==> config.mk <==
export PLATFORM = sky130hd
export DESIGN_NAME = qunion_merge_flat
export DESIGN_NICKNAME = d
export VERILOG_FILES = /design/src/rtl/qunion_merge_if.sv /design/src/rtl/qunion_merge.sv /design/src/flat_wrapper.sv
export SDC_FILE = /design/constraint.sdc
export NUM_CORES = 1
export LEC_CHECK = 0
export CAP_MARGIN = 40
export CELL_PAD_IN_SITES_DETAIL_PLACEMENT = 0
export CELL_PAD_IN_SITES_GLOBAL_PLACEMENT = 2
export CORE_MARGIN = 2
export CORE_UTILIZATION = 20
export DETAILED_ROUTE_END_ITERATION = 12
export GPL_TIMING_DRIVEN = 0
export PLACE_DENSITY = 0.94
export SYNTH_ARGS = -nofsm -noshare
export SYNTH_HDL_FRONTEND = slang
export SYNTH_SLANG_ARGS = --single-unit
export TNS_END_PERCENT = 30
==> constraint.sdc <==
create_clock -name clk -period 4.95 [get_ports clk]
set_input_delay 0.7425 -clock clk [delete_from_list [all_inputs] [get_ports clk]]
set_output_delay 0.7425 -clock clk [all_outputs]
set_load 0.02 [all_outputs]
==> src/rtl/qunion_merge_if.sv <==
// Valid/ready stream link between the merge and its neighbours.
// An item transfers on a rising clk edge where valid && ready; the producer holds data stable while valid && !ready.
interface qunion_merge_if #(
    parameter int W = 17
);
    logic [W-1:0] data;
    logic         valid;
    logic         ready;

    modport master (output data, output valid, input ready);
    modport slave  (input data, input valid, output ready);
endinterface

==> src/rtl/qunion_merge.sv <==
// Merges two queue streams into one union-tagged stream {eot, ctrl, data}, arbitrating per
// outermost transaction so items from the two inputs are never interleaved inside a transaction.
module qunion_merge #(
    parameter int W_DIN = 16,
    parameter int LVL   = 1
) (
    input  logic                clk,
    input  logic                rst,
    qunion_merge_if.slave       din0,
    qunion_merge_if.slave       din1,
    qunion_merge_if.master      dout,
    output logic [1:0]          o_dbg_state
);
    localparam int DW = LVL + W_DIN;
    localparam int OW = LVL + 1 + W_DIN;

    typedef enum logic [1:0] {
        S_IDLE  = 2'd0,
        S_LOCK0 = 2'd1,
        S_LOCK1 = 2'd2
    } state_t;

    state_t          r_state;
    state_t          w_state_nxt;
    logic            r_last;
    logic            r_valid;
    logic [OW-1:0]   r_data;

    logic            w_can_load;
    logic            w_gnt_vld;
    logic            w_gnt;
    logic            w_src_valid;
    logic            w_accept;
    logic [DW-1:0]   w_item;

    assign w_can_load = !r_valid || dout.ready;

    // Grant is combinational in IDLE so the first item of a transaction costs no bubble.
    always_comb begin
        w_gnt_vld = 1'b0;
        w_gnt     = 1'b0;
        case (r_state)
            S_LOCK0: begin
                w_gnt_vld = 1'b1;
                w_gnt     = 1'b0;
            end
            S_LOCK1: begin
                w_gnt_vld = 1'b1;
                w_gnt     = 1'b1;
            end
            default: begin
                if (din0.valid && din1.valid) begin
                    w_gnt_vld = 1'b1;
                    w_gnt     = !r_last;
                end else if (din0.valid) begin
                    w_gnt_vld = 1'b1;
                    w_gnt     = 1'b0;
                end else if (din1.valid) begin
                    w_gnt_vld = 1'b1;
                    w_gnt     = 1'b1;
                end
            end
        endcase
    end

    assign w_src_valid = w_gnt ? din1.valid : din0.valid;
    assign w_item      = w_gnt ? din1.data  : din0.data;
    assign w_accept    = w_gnt_vld && w_src_valid && w_can_load && !rst;

    assign din0.ready  = w_gnt_vld && !w_gnt && w_can_load && !rst;
    assign din1.ready  = w_gnt_vld &&  w_gnt && w_can_load && !rst;

    // Only the outermost eot bit closes a transaction; inner eot bits keep the lock.
    always_comb begin
        w_state_nxt = r_state;
        if (w_accept) begin
            if (w_item[DW-1]) begin
                w_state_nxt = S_IDLE;
            end else begin
                w_state_nxt = w_gnt ? S_LOCK1 : S_LOCK0;
            end
        end
    end

    always_ff @(posedge clk) begin
        if (rst) begin
            r_state <= S_IDLE;
            r_last  <= 1'b1;
            r_valid <= 1'b0;
            r_data  <= '0;
        end else begin
            r_state <= w_state_nxt;
            if (w_accept) begin
                r_data  <= {w_item[DW-1:W_DIN], w_gnt, w_item[W_DIN-1:0]};
                r_valid <= 1'b1;
                r_last  <= w_gnt;
            end else if (dout.ready) begin
                r_valid <= 1'b0;
            end
        end
    end

    assign dout.valid  = r_valid;
    assign dout.data   = r_data;
    assign o_dbg_state = r_state;
endmodule

==> src/flat_wrapper.sv <==
// flat-port wrapper written by rule: the top's interface ports become plain ports
module qunion_merge_flat 
#(
    parameter int W_DIN = 16,
    parameter int LVL   = 1
)
  (clk, rst, o_dbg_state, din0_data, din0_valid, din0_ready, din1_data, din1_valid, din1_ready, dout_data, dout_valid, dout_ready);
  qunion_merge_if #(.W(17)) din0_i ();
  qunion_merge_if #(.W(17)) din1_i ();
  qunion_merge_if #(.W(18)) dout_i ();
  input  logic clk;
  input  logic rst;
  output logic [1:0] o_dbg_state;
  input wire logic [$bits(din0_i.data)-1:0] din0_data;
  input wire logic [$bits(din0_i.valid)-1:0] din0_valid;
  output wire logic [$bits(din0_i.ready)-1:0] din0_ready;
  input wire logic [$bits(din1_i.data)-1:0] din1_data;
  input wire logic [$bits(din1_i.valid)-1:0] din1_valid;
  output wire logic [$bits(din1_i.ready)-1:0] din1_ready;
  output wire logic [$bits(dout_i.data)-1:0] dout_data;
  output wire logic [$bits(dout_i.valid)-1:0] dout_valid;
  input wire logic [$bits(dout_i.ready)-1:0] dout_ready;
  assign din0_i.data = din0_data;
  assign din0_i.valid = din0_valid;
  assign din0_ready = din0_i.ready;
  assign din1_i.data = din1_data;
  assign din1_i.valid = din1_valid;
  assign din1_ready = din1_i.ready;
  assign dout_data = dout_i.data;
  assign dout_valid = dout_i.valid;
  assign dout_i.ready = dout_ready;
  qunion_merge #(.W_DIN(W_DIN), .LVL(LVL)) u_core (.clk(clk), .rst(rst), .din0(din0_i), .din1(din1_i), .dout(dout_i), .o_dbg_state(o_dbg_state));
endmodule
## After elaboration in Yosys (flattened, before gate mapping)

Cells that the tools add are included.

| storage, ports and cells | value |
|---|---|
| bits in registers | 22 |
| input bits | 39 |

| operators by class | value |
|---|---|
| reduce and logical (&&, ||, !) cells | 17 |
| equality and inequality tests | 2 |
| mux-type cells | 13 |

Operators with widths:

| kind | count |
|---|---|
| 2-to-1 mux 17 bit | 1 |
| logical AND 1 bit | 10 |
| 2-to-1 mux 1 bit | 9 |
| logical NOT 1 bit | 4 |
| 2-to-1 mux 2 bit | 2 |
| == test 2 x 1 -> 1 bit (second input constant) | 1 |
| == test 2 bit (second input constant) | 1 |
| case mux 1 bit (2 select lines) | 1 |
| nonzero test 2 bit | 1 |
| OR reduction 2 bit | 1 |
| logical OR 1 bit | 1 |

## Depth between registers and ports, before layout

Gate-level depths: netlist of run 1.

| depth | value |
|---|---|
| word-level depth | 9 |
| depth in mapped cells | 8 |

## Worst setup path after synthesis of run 1

Ideal clock, no wire load.

| path | value |
|---|---|
| kind | reg-to-output |
| start point | register u_core.r_state[0] (netlist: u_core.o_dbg_state[0]) |
| end point | output din1_ready |
| path buffers | 2 |
| data required time | 4.208 ns |
| cell stages (with the launch flop) | 8 |
| data arrival time | 1.841 ns |
| setup slack | 2.367 ns |
| cell sequence | dfxtp_1 inv_1 ha_1 buf_4 nor2b_1 a31oi_1 clkbuf_1 nor2_1 |

| on the way | value |
|---|---|
| cells in the longest elaborated chain, start to end | 6 |

Ends and longest elaborated chain:

| item | line | RTL |
|---|---|---|
| start: declaration | qunion_merge.sv:23 | `state_t r_state;` |
| start signal: assignment | qunion_merge.sv:92 | `r_state <= w_state_nxt;` |
| == test 2 x 1 -> 1 bit or == test 2 bit (tied branches) | qunion_merge.sv:42 | `case (r_state)` |
| OR reduction 2 bit (no line) | - |  |
| 2-to-1 mux 1 bit | qunion_merge.sv:42 |  |
| logical AND 1 bit * (3 in series) | qunion_merge.sv:71 | `assign din1.ready = w_gnt_vld && w_gnt && w_can_load && !rst;` |
| end: declaration | flat_wrapper.sv:19 | `output wire logic [$bits(din1_i.ready)-1:0] din1_ready;` |

Every way passes the cells marked *; elsewhere a longest branch is shown, timed or not.

## Worst setup path after layout of run 1

| path | value |
|---|---|
| start point | input din0_valid |
| end point | output din1_ready |

| on the way | value |
|---|---|
| cells in the longest elaborated chain, start to end | 6 |

Ends and longest elaborated chain:

| item | line | RTL |
|---|---|---|
| start: declaration | flat_wrapper.sv:15 | `input wire logic [$bits(din0_i.valid)-1:0] din0_valid;` |
| 2-to-1 mux 1 bit or logical AND 1 bit (tied branches) | qunion_merge.sv:55, qunion_merge.sv:52 |  |
| 2-to-1 mux 1 bit | qunion_merge.sv:52 | `if (din0.valid && din1.valid) begin` |
| case mux 1 bit (2 select lines) or 2-to-1 mux 1 bit (tied branches) | qunion_merge.sv:42 |  |
| logical AND 1 bit * (3 in series) | qunion_merge.sv:71 |  |

Marked as above.

==> out/summary.txt, run 1 <==
STA
--------------------------------------------------------------------------------------------------
Relative slew slack                                                                         0.5666
Worst slew pin tran                                                                       650.1 ps
Maximum operating frequency                                                             0.2966 GHz
Number of pins exceeding their max-slew limit in the final report                                0
Endpoints failing hold                                                                           0
Final period demand of the worst path                                                      3371 ps
Unrepaired setup endpoints after global routing                                              false
Clock skew                                                                               0.9874 ps
Share of the cycle needed by the critical path after routing                                0.6810
Setup violations, final                                                                          0
Total Neg Setup Slack                                                                         0 ps

LOGIC SYNTHESIS
--------------------------------------------------------------------------------------------------
Cell area after technology mapping                                                       1007 um^2
Number of flip-flops and latches in the synthesized netlist                                     22
Instance count of the mapped netlist                                                           127
Sequential-to-total area share from yosys stat                                              0.4373
YS warnings                                                                                      0
Mapped Avg Cell Area                                                                    7.931 um^2
Post-synthesis net count                                                                       167
Count of distinct cell types in the synthesized netlist                                         26

CTS
--------------------------------------------------------------------------------------------------
Hold-fix buffer count after cts                                                                  0
Root buffer cell                                                                          clkbuf_8
CTS H-Tree Depth                                                                                 1
Number of clock buffers inserted by TritonCTS                                                    3
Clock network latency to the later pin of the worst-skew pair                               260 ps
Cts repair resizes                                                                               0
Clock transition time at the flip-flop clock pins of the worst setup and hold paths          80 ps
TritonCTS clock tree                                                                          done
Clock sink count                                                                                22
Buffers from clock root to sink, at most                                                         2
# Post-CTS Setup Buffers                                                                         0

FLOORPLANNING
--------------------------------------------------------------------------------------------------
Die height                                                                                74.97 um
Std-Cell Core Area                                                                       4786 um^2
Starting density of the core                                                                0.2105
Horizontal die dimension                                                                  74.97 um
Total Die Area                                                                           5620 um^2
Row count                                                                                       25
Io pins                                                                                         62

WORST SETUP PATH
--------------------------------------------------------------------------------------------------
Data arrival, critical path                                                                2630 ps
R2R Setup Slk                                                                              2720 ps
Crit path capture type                                                                 output port
FF-to-FF path depth                                                                              7
Startpoint type of the worst setup path                                               primary input
CP Data Required Time                                                                      4210 ps
Setup Crit Path Kind                                                                  primary input to output port
Capture instance of the worst register-to-register path                               u_core.dout.data[6]
Crit-path max FO                                                                                10
Reg-to-Reg Start                                                                      u_core.o_dbg_state[0]

PLACED DESIGN
--------------------------------------------------------------------------------------------------
I/O Buffers                                                                                     60
Post-DP HPWL                                                                               2387 um
Placer congestion estimate                                                                  0.7159

DRT
--------------------------------------------------------------------------------------------------
Total length of routed wires                                                               3220 um
Number of iterations in the first detailed-routing pass                                          4
Total vias in the final route                                                                 1130
Post-route antenna net violation count                                                           0
Number of remaining DRC errors                                                                   0
Iteration-0 DRC count of the detailed router                                                    42
Via count normalized by instance count                                                       4.380
Per-cell routed wire length                                                               12.48 um

MIN PATH
--------------------------------------------------------------------------------------------------
Number of cells on the worst hold path                                                           2
Endpoint of the worst hold-timing path                                                u_core.o_dbg_state[1]
Startpoint of the lowest-slack hold path                                              u_core.o_dbg_state[1]
HP Class                                                                              flop to flop

POWER AND IR DROP
--------------------------------------------------------------------------------------------------
Power share of the combinational group                                                       0.318
Part of the total power dissipated in sequential elements                                    0.439
Power Dens Cells                                                                      261.0 nW/um^2
Internal power of the cells                                                            0.0003216 W
Leakage                                                                                  0.6528 nW
Peak supply drop                                                                      0.00008463 V
Total Power                                                                            0.0004543 W
Net switching component of the power                                                   0.0001327 W
Switching fraction of total power                                                           0.2920
Clock power share                                                                            0.242

LAYOUT
--------------------------------------------------------------------------------------------------
Area of the multi-input gates                                                           501.7 um^2
Area used by sequential logic in the layout                                             440.4 um^2
# nets final                                                                                   233
Diodes inserted                                                                                  0
Share of layout cells above drive strength 1                                               0.05236
Area added between synthesis and finish                                                     72.80%
Number of fill cells                                                                           507

GLOBAL ROUTING
--------------------------------------------------------------------------------------------------
Wire length of the first global-routing pass                                               5244 um
Leftover overflow at the end of global routing                                                   0
Vias in the first global route                                                                1080
Pin count of the biggest net entering global routing                                            12
Antenna violations before repair                                                                 0
GRT Total Usage                                                                             0.1228

JOB
--------------------------------------------------------------------------------------------------
Total of max-cap violations                                                                      0

OUTCOME
--------------------------------------------------------------------------------------------------
Status                                                                                   completed

## logic make-up (layout without fill, tap and decap cells)
logic type,count (synthesis),count (layout),synth area share
adders and majority gates,1,1,0.01242
AOI/OAI and AO/OA,42,42,0.2733
and+or+nand+nor,49,49,0.2025
buffers and inverters,12,76,0.06459
muxes,1,1,0.009938
DFF,22,22,0.4373
## placed cells by master, fill, tap and decap left out, types with 3 or more instances in the layout
| cell | instances |
|---|---|
| o21ai_0 | 5 |
| clkbuf_1 | 5 |
| clkbuf_8 | 3 |
| o21ai_1 | 12 |
| inv_1 | 3 |
| clkdlybuf4s50_1 | 60 |
| a31oi_1 | 18 |
| nand2_1 | 35 |
| nor2_1 | 7 |
| dfxtp_1 | 22 |
## stage by stage
| stage | std cells | worst slack, ps | cell area, um^2 | hold WS (ps) | util |
|---|---|---|---|---|---|
| finish | 258 | 1579 | 1740 | 493.8 | 0.3637 |
| global route | 258 | 1356 | 1740 | 519.1 | 0.3637 |
| CTS | 258 | 1517 | 1740 | 497.9 | 0.3637 |
| detailed placement | 255 | 1530 | 1699 | 476.5 | 0.3550 |
| global placement | 254 | 1017 | 1692 | 472.7 | 0.3535 |
| floorplan | 127 | 2367 | 1007 | 455.6 | - |
## metal layers
layer	vias to the layer above	part of all wire	GRT usage
li1	580	-	-
met1	507	0.49	0.1693
met2	41	0.44	0.1920
met3	2	0.063	0.02008
met4	0	0.011	0.04762
met5	-	0	0
## final cells by class
cell class              instances  share of cell area
plain buffers                   9             0.03091
clock buffers                   3             0.02372
inverters                       3            0.006470
multi-input cells              93              0.2883
flip-flops and latches         22              0.2531
well taps                      67             0.04817
repair buffers                 61              0.3494
## flip-flops by register name, summed over array words and instances, names as in the netlist
signal              count
u_core.o_dbg_state      2
u_core.dout.data       18
u_core.r_last           1
u_core.dout.valid       1
## power groups by stage
stage	clock [W]	sequential (W)	combinational, W
3_5_place_dp	0	0.000204	0.000147
4_1_cts	0.000117	0.000200	0.000147
2_1_floorplan	0	0.000221	0.0000515
6_report	0.000110	0.000200	0.000145
3_3_place_gp	0	0.000204	0.000145
5_1_grt	0.000123	0.000201	0.000159
## worst max-delay path by stage
stage,start,to,slack (ps)
global placement,din0_valid,din1_ready,1020
finish,din0_valid,din1_ready,1580
CTS,din0_valid,din1_ready,1520
global route,din0_valid,din1_ready,1360
detailed placement,din0_valid,din1_ready,1530
floorplan,u_core.o_dbg_state[0],din1_ready,2370
## worst max-delay path, cell delays in order
cell             delay (ps)
clkdlybuf4s50_1         500
nand2_1                  80
a31oi_1                 240
clkbuf_1                420
nor2_1                  100
clkdlybuf4s50_1         550
## Yosys cell counts
master,count,share of area
o32a_1,1,0.0099
o21ai_0,5,0.025
buf_6,2,0.022
mux2i_1,1,0.0099
nor3b_1,1,0.0075
dfxtp_1,22,0.44
inv_1,3,0.011
nand3b_1,1,0.0075
or4_1,1,0.0075
buf_2,1,0.0050
clkbuf_1,5,0.019
o21ai_1,12,0.060
buf_4,1,0.0075
a31oi_1,18,0.11
nand2_1,35,0.13
ha_1,1,0.012
a221o_1,1,0.0099
a22oi_1,1,0.0075
a21oi_1,1,0.0050
nor3_1,1,0.0050
a211o_1,1,0.0087
nor2_1,7,0.026
a31o_2,1,0.0087
nor2b_1,2,0.012
nand2b_1,1,0.0062
a2111oi_4,1,0.027
No activity file was read; power rests on OpenSTA's default activity.
==> run 2: changes to the inputs <==
CORE_UTILIZATION = 18   (was 20)
PLACE_DENSITY = 0.86   (was 0.94)
clock period = 3.2 ns   (was 4.95 ns; I/O delays follow)
==> run 2 against run 1 <==
Global-route usage decreased by 1.5 points. Cell count grew 1.9%. Wire length is 3.9% higher. Setup slack worse by 1300 ps. Critical path depth rose by 2. Cell area up 1.2%. Sequential power up 54%.
==> out/summary.txt, run 2 (synthesis results as in run 1) <==
OUTCOME
--------------------------------------------------------------------------------------------------
Status                                                                                   completed

GLOBAL ROUTING
--------------------------------------------------------------------------------------------------
Pin count of the biggest net entering global routing                                            13
GRT Total Usage                                                                             0.1080
Vias in the first global route                                                                1112
Wire length of the first global-routing pass                                               5244 um
Met2 layer usage reported by global route                                                   0.1795
Antenna violations before repair                                                                 0
Met3 Resource Use GR                                                                       0.04432
Met1 track utilization from global routing                                                  0.1315
Leftover overflow at the end of global routing                                                   0
Busiest metal layer after global routing                                                      met2

POWER AND IR DROP
--------------------------------------------------------------------------------------------------
Net switching component of the power                                                   0.0002148 W
Peak supply drop                                                                       0.0001811 V
Switching fraction of total power                                                           0.2912
Part of the total power dissipated in sequential elements                                    0.419
Power share of the combinational group                                                       0.303
Internal power of the cells                                                            0.0005228 W
Clock power share                                                                            0.278
Power Dens Cells                                                                      419.0 nW/um^2
Leakage                                                                                  0.6588 nW

DRT
--------------------------------------------------------------------------------------------------
Total vias in the final route                                                                 1131
Number of remaining DRC errors                                                                   0
Via count normalized by instance count                                                       4.300
Per-cell routed wire length                                                               12.72 um
Post-route antenna net violation count                                                           0
Iteration-0 DRC count of the detailed router                                                    30
Number of iterations in the first detailed-routing pass                                          4
Total length of routed wires                                                               3345 um

CTS
--------------------------------------------------------------------------------------------------
CTS H-Tree Depth                                                                                 1
Clock network latency to the later pin of the worst-skew pair                               260 ps
Buffers from clock root to sink, at most                                                         2
Root buffer cell                                                                          clkbuf_8
Hold-fix buffer count after cts                                                                  0
Clock transition time at the flip-flop clock pins of the worst setup and hold paths          90 ps
Clock sink count                                                                                22
Number of clock buffers inserted by TritonCTS                                                    3
Cts repair resizes                                                                               1
# Post-CTS Setup Buffers                                                                         0
TritonCTS clock tree                                                                          done

FLOORPLANNING
--------------------------------------------------------------------------------------------------
Total Die Area                                                                           6210 um^2
Die height                                                                                78.81 um
Io pins                                                                                         62
Std-Cell Core Area                                                                       5439 um^2
Starting density of the core                                                                0.1852
Row count                                                                                       27
Horizontal die dimension                                                                  78.81 um

STA
--------------------------------------------------------------------------------------------------
Final period demand of the worst path                                                      2967 ps
Setup WS post-layout                                                                      233.2 ps
Number of pins exceeding their max-slew limit in the final report                                0
Setup violations, final                                                                          0
Worst slew pin tran                                                                       660.0 ps
Clock skew                                                                                3.025 ps
Hold WS                                                                                   496.1 ps
Endpoints failing hold                                                                           0
Relative slew slack                                                                         0.5600
Unrepaired setup endpoints after global routing                                              false
Maximum operating frequency                                                             0.3371 GHz
Share of the cycle needed by the critical path after routing                                0.9271

LAYOUT
--------------------------------------------------------------------------------------------------
# nets final                                                                                   232
Share of layout cells above drive strength 1                                               0.06283
Number of fill cells                                                                           589
Area added between synthesis and finish                                                     74.78%
Post-layout instance count excluding filler cells                                              263
Most common cell after layout, fill and taps aside                                    clkdlybuf4s50_1
Most frequent cells in the layout                                                     60 x clkdlybuf4s50_1, 35 x nand2_1, 22 x dfxtp_1, 17 x a31oi_1, 12 x o21ai_1
Max reg flops                                                                                   18
Diodes inserted                                                                                  0
Fraction of the core area covered by cells at the end of the flow                           0.3237

WORST SETUP PATH
--------------------------------------------------------------------------------------------------
CP Data Required Time                                                                      2720 ps
Startpoint type of the worst setup path                                                       flop
Data arrival, critical path                                                                2490 ps
Crit path capture type                                                                 output port
Crit-path max FO                                                                                10
Setup Crit Path Kind                                                                  flop to output port

PLACED DESIGN
--------------------------------------------------------------------------------------------------
Pre-CTS WS                                                                               -206.6 ps
Post-DP HPWL                                                                               2497 um
I/O Buffers                                                                                     60
Placed Instances                                                                               259
Placer congestion estimate                                                                  0.7891

MIN PATH
--------------------------------------------------------------------------------------------------
HP Class                                                                              flop to flop

JOB
--------------------------------------------------------------------------------------------------
Total of max-cap violations                                                                      0

## run 2: area by class of cell
cell class,instances,area (um^2),area share
Clock buffer,4,55.05,0.03127
Inverter,3,11.26,0.006397
Sequential cell,22,440.4,0.2502
Timing Repair Buffer,60,600.6,0.3412
Multi-Input combinational cell,93,508.0,0.2886
Tap cell,72,90.09,0.05117
Buffer,9,55.05,0.03127
## run 2: through the flow
step	cell area (um^2)	total power [W]	setup TNS, ps
2_1_floorplan	1007	0.0004222	0
3_3_place_gp	1698	0.0005404	-218.0
3_5_place_dp	1698	0.0005405	-206.6
4_1_cts	1759	0.0007515	0
5_1_grt	1760	0.0007793	0
6_report	1760	0.0007376	0
## run 2: power groups by stage
stage               Clock (W)  Sequential (W)  Combinational (W)
floorplan                   0        0.000343          0.0000796
global placement            0        0.000314           0.000226
detailed placement          0        0.000315           0.000225
CTS                  0.000215        0.000309           0.000227
global route         0.000226        0.000312           0.000241
finish               0.000205        0.000309           0.000224
## run 2: critical path, cell delays in order (launching register included)
cell             delay, ps
dfxtp_1                330
inv_1                   50
ha_1                   280
buf_4                  160
nor2b_1                170
a31o_2                 180
clkbuf_1               390
nor2_1                 100
clkdlybuf4s50_1        550
## run 2: metal layers
| layer | wire (um) | vias to the layer above |
|---|---|---|
| met3 | 304 | 2 |
| met5 | 0 | - |
| met4 | 14 | 0 |
| met1 | 1519 | 506 |
| met2 | 1506 | 47 |
| li1 | - | 576 |
## run 2: worst paths after layout
kind | start | endpoint | slack [ps] | cells past startpoint
setup reg to reg | u_core.o_dbg_state[0] | u_core.dout.data[7] | 960 | 7
setup / recovery | u_core.o_dbg_state[0] | din0_ready | 230 | 8
hold reg to reg | u_core.r_last | u_core.r_last | 500 | 1
hold / removal | u_core.r_last | u_core.r_last | 500 | 1
==> run 3: changes to the inputs <==
MAX_ROUTING_LAYER = met4   (was not set)
SLEW_MARGIN = 0   (was not set)
clock period = 3.3 ns   (was 3.2 ns; I/O delays follow)
==> run 3 against run 2 <==
Critical endpoint is now din1_ready. Highest routed layer unchanged. Hold slack barely moved. Setup slack better by 75 ps. Cell count stayed put. Critical path type is now primary input to output port. Via count rose by 0.18%. Clock power down 3%. Sequential power is 3% lower. Die area unchanged. Global-route usage grew 0.27 points. First-iteration DRC count grew 3.3%.
==> out/summary.txt, run 3 (synthesis results as in run 1) <==
WORST SETUP PATH
--------------------------------------------------------------------------------------------------
Start point of the critical path                                                        din0_valid
Crit path capture type                                                                 output port
CP Data Required Time                                                                      2800 ps
Data arrival, critical path                                                                2500 ps
Capture instance of the worst register-to-register path                               u_core.dout.data[7]
FF-to-FF path depth                                                                              7
Setup Crit Path Kind                                                                  primary input to output port
R2R Setup Slk                                                                              1060 ps
Reg-to-Reg Start                                                                      u_core.o_dbg_state[0]
Startpoint type of the worst setup path                                               primary input
Crit-path max FO                                                                                10
Critical path endpoint                                                                  din1_ready

FLOORPLANNING
--------------------------------------------------------------------------------------------------
Std-Cell Core Area                                                                       5439 um^2
Horizontal die dimension                                                                  78.81 um
Die height                                                                                78.81 um
Row count                                                                                       27
Io pins                                                                                         62
Total Die Area                                                                           6210 um^2
Starting density of the core                                                                0.1852

DRT
--------------------------------------------------------------------------------------------------
Total length of routed wires                                                               3346 um
Per-cell routed wire length                                                               12.72 um
Via count normalized by instance count                                                       4.308
Number of remaining DRC errors                                                                   0
Post-route antenna net violation count                                                           0
Total vias in the final route                                                                 1133
Number of iterations in the first detailed-routing pass                                          4
Iteration-0 DRC count of the detailed router                                                    31

STA
--------------------------------------------------------------------------------------------------
Setup WS post-layout                                                                      308.5 ps
Endpoints failing hold                                                                           0
Maximum operating frequency                                                             0.3343 GHz
Share of the cycle needed by the critical path after routing                                0.9065
Worst slew pin tran                                                                       661.2 ps
Relative slew slack                                                                         0.5592
Final period demand of the worst path                                                      2991 ps
Clock skew                                                                                3.057 ps
Unrepaired setup endpoints after global routing                                              false
Setup violations, final                                                                          0
Number of pins exceeding their max-slew limit in the final report                                0

LAYOUT
--------------------------------------------------------------------------------------------------
Number of fill cells                                                                           589
Most common cell after layout, fill and taps aside                                    clkdlybuf4s50_1
Max reg flops                                                                                   18
Post-layout instance count excluding filler cells                                              263
Post-layout instance area                                                                1760 um^2
Share of layout cells above drive strength 1                                               0.06283
Most frequent cells in the layout                                                     60 x clkdlybuf4s50_1, 35 x nand2_1, 22 x dfxtp_1, 17 x a31oi_1, 12 x o21ai_1
Area added between synthesis and finish                                                     74.78%
# nets final                                                                                   232
Diodes inserted                                                                                  0

CTS
--------------------------------------------------------------------------------------------------
Clock transition time at the flip-flop clock pins of the worst setup and hold paths          80 ps
Root buffer cell                                                                          clkbuf_8
Clock sink count                                                                                22
CTS H-Tree Depth                                                                                 1
Hold-fix buffer count after cts                                                                  0
Number of clock buffers inserted by TritonCTS                                                    3
Clock network latency to the later pin of the worst-skew pair                               260 ps
TritonCTS clock tree                                                                          done
Buffers from clock root to sink, at most                                                         2

PLACED DESIGN
--------------------------------------------------------------------------------------------------
Post-DP HPWL                                                                               2497 um
Placed Instances                                                                               259
I/O Buffers                                                                                     60
Pre-CTS WS                                                                               -136.6 ps
Placed cell areas                                                                        1698 um^2
Placer congestion estimate                                                                  0.8002

MIN PATH
--------------------------------------------------------------------------------------------------
HP Class                                                                              flop to flop
Number of cells on the worst hold path                                                           1

POWER AND IR DROP
--------------------------------------------------------------------------------------------------
Leakage                                                                                  0.6588 nW
Net switching component of the power                                                   0.0002087 W
Internal power of the cells                                                            0.0005070 W
Switching fraction of total power                                                           0.2916
Power share of the combinational group                                                       0.304
Part of the total power dissipated in sequential elements                                    0.419
Peak supply drop                                                                       0.0001757 V
Clock power share                                                                            0.278
Power Dens Cells                                                                      406.5 nW/um^2

GLOBAL ROUTING
--------------------------------------------------------------------------------------------------
Pin count of the biggest net entering global routing                                            13
Leftover overflow at the end of global routing                                                   0
Wire length of the first global-routing pass                                               5237 um
Vias in the first global route                                                                1117
Antenna violations before repair                                                                 0
GRT Total Usage                                                                             0.1107

OUTCOME
--------------------------------------------------------------------------------------------------
Status                                                                                   completed

JOB
--------------------------------------------------------------------------------------------------
Total of max-cap violations                                                                      0

## run 3: worst max-delay path: stages
cell and delay, ps:
clkdlybuf4s50_1 510, nand2_1 90, a31oi_2 440, clkbuf_2 340
nor2_1 80, clkdlybuf4s50_1 540
## run 3: per-layer routing
layer,vias to the layer above,share of wire,GRT usage
met4,0,0.0042,0.02105
met1,508,0.48,0.1350
met3,2,0.068,0.03523
met2,47,0.45,0.1812
met5,-,0,-
li1,576,-,-
## run 3: power by group through the flow
| stage | combinational (W) | sequential, W | clock (W) |
|---|---|---|---|
| final | 0.000217 | 0.000300 | 0.000199 |
| after global routing | 0.000234 | 0.000303 | 0.000219 |
| after CTS | 0.000220 | 0.000300 | 0.000209 |
| after detailed placement | 0.000218 | 0.000306 | 0 |
| after global placement | 0.000219 | 0.000305 | 0 |
| after floorplan | 0.0000772 | 0.000332 | 0 |
## run 3: worst min path at each step
stage,startpoint,end,slack [ps]
after floorplan,u_core.r_last,u_core.r_last,460
after global placement,u_core.r_last,u_core.r_last,480
after detailed placement,u_core.r_last,u_core.r_last,470
after CTS,u_core.r_last,u_core.r_last,500
after global routing,u_core.o_dbg_state[1],u_core.o_dbg_state[1],520
final,u_core.r_last,u_core.r_last,500
## run 3: cell type report
| class | instances | area (um^2) | area share |
|---|---|---|---|
| Multi-Input combinational cell | 93 | 508.0 | 0.2886 |
| Sequential cell | 22 | 440.4 | 0.2502 |
| Tap cell | 72 | 90.09 | 0.05117 |
| Clock buffer | 4 | 55.05 | 0.03127 |
| Timing Repair Buffer | 60 | 600.6 | 0.3412 |
| Inverter | 3 | 11.26 | 0.006397 |
| Buffer | 9 | 55.05 | 0.03127 |
## run 3: metrics by stage
| stage | power [W] | setup TNS (ps) | hold WS (ps) | utilization |
|---|---|---|---|---|
| after detailed placement | 0.0005241 | -136.6 | 471.5 | 0.3122 |
| after global placement | 0.0005240 | -148.0 | 476.1 | 0.3122 |
| final | 0.0007156 | 0 | 496.1 | 0.3237 |
| after global routing | 0.0007556 | 0 | 518.8 | 0.3237 |
| after floorplan | 0.0004094 | 0 | 455.6 | - |
| after CTS | 0.0007287 | 0 | 502.7 | 0.3234 |
## run 3: timing repair
action	CTS	global route
setup buffers	0	0
setup endpoints to repair	1	1
gates resized for setup	1	2
endpoints found under the hold margin	0	0
